===== src/rtl/serial_pattern_detector.sv =====
// serial_pattern_detector
// Flags every occurrence of a LEN-bit pattern in a registered serial bit
// stream and keeps a saturating count of matches.
//
// Build option: define SERIAL_PATTERN_OVERLAP_EN to let matches overlap.
// Without it, each match restarts the fill so the next match needs LEN
// fresh valid bits.
module serial_pattern_detector #(
    parameter logic [15:0] PATTERN = 16'b1011, // MSB of PATTERN[LEN-1:0] is the oldest bit
    parameter int          LEN     = 4,        // 2..16
    parameter int          CNT_W   = 8
) (
    input  logic             clk,
    input  logic             reset,
    input  logic             din,
    input  logic             din_valid,
    input  logic             count_clr,
    output logic             detect,
    output logic [CNT_W-1:0] match_count,
    output logic             armed
);

    localparam int FILL_W = $clog2(LEN + 1);
    localparam logic [FILL_W-1:0] FILL_FULL = FILL_W'(LEN);
    localparam logic [LEN-1:0]    PAT       = PATTERN[LEN-1:0];
    localparam logic [CNT_W-1:0]  CNT_MAX   = {CNT_W{1'b1}};

    localparam logic [0:0] S_FILL  = 1'b0;
    localparam logic [0:0] S_ARMED = 1'b1;

    logic [LEN-1:0]    shreg;
    logic [LEN-1:0]    shreg_nxt;
    logic [FILL_W-1:0] fill;
    logic [FILL_W-1:0] fill_inc;
    logic [0:0]        state;
    logic              hit;

    // Post-shift view of the window and fill; a hit needs a full window.
    always_comb begin
        shreg_nxt = {shreg[LEN-2:0], din};
        fill_inc  = (fill == FILL_FULL) ? FILL_FULL : fill + FILL_W'(1);
        hit       = din_valid && (fill_inc == FILL_FULL) && (shreg_nxt == PAT);
    end

    // Shift register only advances on valid bits; gaps hold the window.
    always_ff @(posedge clk) begin
        if (reset) begin
            shreg <= '0;
        end else if (din_valid) begin
            shreg <= shreg_nxt;
        end
    end

    // Fill counter and FILL/ARMED state; armed iff the fill has reached LEN.
    always_ff @(posedge clk) begin
        if (reset) begin
            fill  <= '0;
            state <= S_FILL;
        end else if (din_valid) begin
`ifdef SERIAL_PATTERN_OVERLAP_EN
            fill  <= fill_inc;
            state <= (fill_inc == FILL_FULL) ? S_ARMED : S_FILL;
`else
            if (hit) begin
                // Window contents stay, but a fresh LEN bits are required.
                fill  <= '0;
                state <= S_FILL;
            end else begin
                fill  <= fill_inc;
                state <= (fill_inc == FILL_FULL) ? S_ARMED : S_FILL;
            end
`endif
        end
    end

    // One-cycle match pulse following the edge that shifted in the last bit.
    always_ff @(posedge clk) begin
        if (reset) begin
            detect <= 1'b0;
        end else begin
            detect <= hit;
        end
    end

    // Saturating match counter; clear wins over a coincident match.
    always_ff @(posedge clk) begin
        if (reset) begin
            match_count <= '0;
        end else if (count_clr) begin
            match_count <= '0;
        end else if (hit && (match_count != CNT_MAX)) begin
            match_count <= match_count + CNT_W'(1);
        end
    end

    assign armed = (state == S_ARMED);

endmodule


===== config.mk =====
export PLATFORM = sky130hd
export DESIGN_NAME = serial_pattern_detector
export DESIGN_NICKNAME = d
export VERILOG_FILES = /design/src/rtl/serial_pattern_detector.sv
export SDC_FILE = /design/constraint.sdc
export NUM_CORES = 1
export LEC_CHECK = 0
export CAP_MARGIN = 20
export CORE_UTILIZATION = 49
export DETAILED_ROUTE_END_ITERATION = 8
export PLACE_DENSITY = 0.86
export SLEW_MARGIN = 40
export SYNTH_ARGS = -nofsm -noshare
export SYNTH_HDL_FRONTEND = slang
export SYNTH_SLANG_ARGS = --single-unit

===== constraint.sdc =====
create_clock -name clk -period 2 [get_ports clk]
set_input_delay 0.4 -clock clk [delete_from_list [all_inputs] [get_ports clk]]
set_output_delay 0.4 -clock clk [all_outputs]
set_load 0.05 [all_outputs]

==> results.md <==
- Area taken by multi-input logic gates: 451.7 µm²
- Post-synthesis sequential area ratio: about two fifths
- Critical path endpoint category: primary output
- Pre-CTS setup slack: -129.8 ps
- # nets final: between 100 and 150
- RSZ-0062 raised after global routing: no
- Setup ws final: a little under 50 ps
- Post-DP HPWL: approximately 1300 µm
- Synth Instances: 92
- Reg2reg start: fill[0]$_SDFFE_PP0P_
- VDD IR max: approximately 0.42 mV
- Fin crit period: between 1500 and 2000 ps
- Initial Util: around 53%
- Worst R2R End: match_count[4]$_SDFFE_PP0P_
- Predominant post-synthesis flop cell: dfxtp_1
- CP endpoint: match_count[0]
- Leakage Power: ~0.36 nW
- Post-synth EDFFs: 0
- CP Data Required Time: 1600 ps
- Die height: approximately 43 µm
- Core footprint: approximately 1500 µm²
- Layout cell share with drive strength beyond 1: between 10 and 15%
- GRT Total Usage: a little under a fifth
- Initial antenna violation count: 0
- CTS tree: yes
- Setup bufs post-CTS: 0
- WP data arrival: approximately 1600 ps
- Yosys reg bits: 16
- Share of flip-flops with an asynchronous set or reset after synthesis: 0%
- Reg2reg path depth: 6
- Worst-path clk slew: ~80 ps
- Final wirelength: 1677 µm
- Syn nets: 100
- H-tree depth: 1
- CTS buffer count: 3
- Power Dens Cells: between 500 and 600 nW/µm²
- Synthesized area: between 800 and 900 µm²
- Synthesized area per cell: between 8 and 9 µm²
- PortBufs: 14
- Fin. Hold Viols: 0
- Max_cap viols: 0
- Area added between synthesis and finish: 25.69%
- 1st-pass router iterations: 4
- Top-Level Pins: 15
- Synthesis Warnings: 0
- Clock Tree Root: clkbuf_4
- # resized after CTS: 0
- Clock Sinks: 16
- Max stage delay cell, worst path: clkdlybuf4s50_1
- Slew HR: 60.32%
- Fmax: slightly above 500 MHz
- Synth area leaders: dfxtp_1 (39%), a21oi_1 (5.5%), mux2i_1 (4.9%)
- Antenna-violating nets left: 0
- Drt drc: 0
- Wire per inst: 13.20 µm
- Count leader, synth: dfxtp_1
- Final hold slack: 469.6 ps
- Critical Path Start: match_count[0]$_SDFFE_PP0P_
- Startpoint Class: flop
- Later-pin clock latency in the skew report: 280 ps
- Via count: about 750
- Hold-fix buffers, CTS: 0
- Num rows: 14
- Synth area leader: dfxtp_1
- Post-synthesis cell type count: 33
- Actual slew at the worst max-slew pin: between 500 and 600 ps
- Largest net degree at the start of global routing: 18
- Die footprint: between 1500 and 2000 µm²
- Synth top area share: approximately 39%
- Largest stage delay, worst path: about 790 ps
- Post-DP Area: roughly 1000 µm²
- Min-Delay Path Class: reg2reg
- Crit path kind: reg2out
- Longest Clk Path Bufs: 2
- Period utilization: between 90% and 100%
- Final RePlAce weighted congestion: between 0.8 and 0.9
- Final Max Tran Viols: 0
- Design Area, Final: a little over 1000 µm²
- CP Max Fanout: 5
- Global route overflow: 0
- R2R Setup Slk: approximately 100 ps
- Die X: 42.74 µm
- DRT iter0 DRCs: 2
- Cells along the critical path: buf_4 > clkdlybuf4s50_1
- Ant diodes: 0
- Register Area: 321.6 µm²
- First-pass GRT wire length: ~2700 µm
- Final Setup Violations: 0
- Top cells by count, synth: dfxtp_1 (16), nand2_1 (10), a21oi_1 (9)
- Fillers: around 130
- Vias in the first global route: approximately 670
- Status: finished, final reports clean
- Vias/cell: ~6
- Clock skew: slightly above 1 ps
cell usage in the layout, fill, tap and decap left out, types with 3 or more instances in the layout:
master,n
clkdlybuf4s50_1,13
or4_1,4
dfxtp_1,15
inv_1,5
mux2i_1,4
buf_4,6
ha_1,3
a21oi_1,9
o21ai_0,3
o31ai_1,4
nand2_1,10
clkbuf_4,3
nor2_1,5
nand3_1,4
how the worst min path moves through the flow:
stage / start / end / slack, ps / cells after the start
floorplan: fill[1]$_SDFFE_PP0P_ / fill[1]$_SDFFE_PP0P_ / 450 / 2
global placement: armed$_SDFFE_PP0P_ / armed$_SDFFE_PP0P_ / 450 / 2
detailed placement: armed$_SDFFE_PP0P_ / armed$_SDFFE_PP0P_ / 460 / 2
CTS: armed$_SDFFE_PP0P_ / armed$_SDFFE_PP0P_ / 470 / 2
global route: armed$_SDFFE_PP0P_ / armed$_SDFFE_PP0P_ / 500 / 2
finish: armed$_SDFFE_PP0P_ / armed$_SDFFE_PP0P_ / 470 / 2
logic make-up after synthesis:
logic type / Yosys count / synth area share [%]
muxes: 4 / 4.923
adders and majority gates: 3 / 4.616
AOI/OAI and AO/OA: 24 / 20.62
DFF: 16 / 39.38
and+or+nand+nor: 35 / 24.31
buffers and inverters: 9 / 5.077
xor gates and xnor gates: 1 / 1.077
final cells by class:
| type | count | area share [%] |
|---|---|---|
| multi-input combinational | 67 | 44.19 |
| sequential | 16 | 31.46 |
| timing repair buffer | 20 | 18.36 |
| clock buffer | 3 | 2.203 |
| tap | 16 | 1.958 |
| inverter | 5 | 1.836 |
state kept, by name (all words and copies together) (netlist names):
name         cells
armed            1
detect           1
fill             3
match_count      8
shreg            3
where the power goes:
| part | switching (mW) | internal, mW | leakage, nW |
|---|---|---|---|
| Sequential | 0.00477 | 0.324 | 0.130 |
| Clock | 0.0949 | 0.0700 | 0.0138 |
| Combinational | 0.0245 | 0.0227 | 0.218 |
critical path, delay by kind of cell (launching register included):
family / cells / cell delay [ps]
buf+inv: 2 / 920
flops: 1 / 350
metal layers:
layer,global-route usage [%],vias up,routed length (µm)
met5,0,-,0
met4,3.750,0,0
met3,6.383,0,64
met2,33.33,15,830
met1,22.25,354,782
li1,-,383,-
per-stage QoR:
stage / power [mW] / std cells / TNS, ps / utilization (%)
6_report: 0.5411 / 127 / 0 / 67.08
5_1_grt: 0.5571 / 127 / 0 / 67.08
4_1_cts: 0.5421 / 127 / 0 / 66.83
3_5_place_dp: 0.3826 / 124 / -431.9 / 65.35
3_3_place_gp: 0.3809 / 124 / -172.0 / 65.35
2_1_floorplan: 0.3641 / 92 / 0 / -
Power figures use the tool's default switching activity.
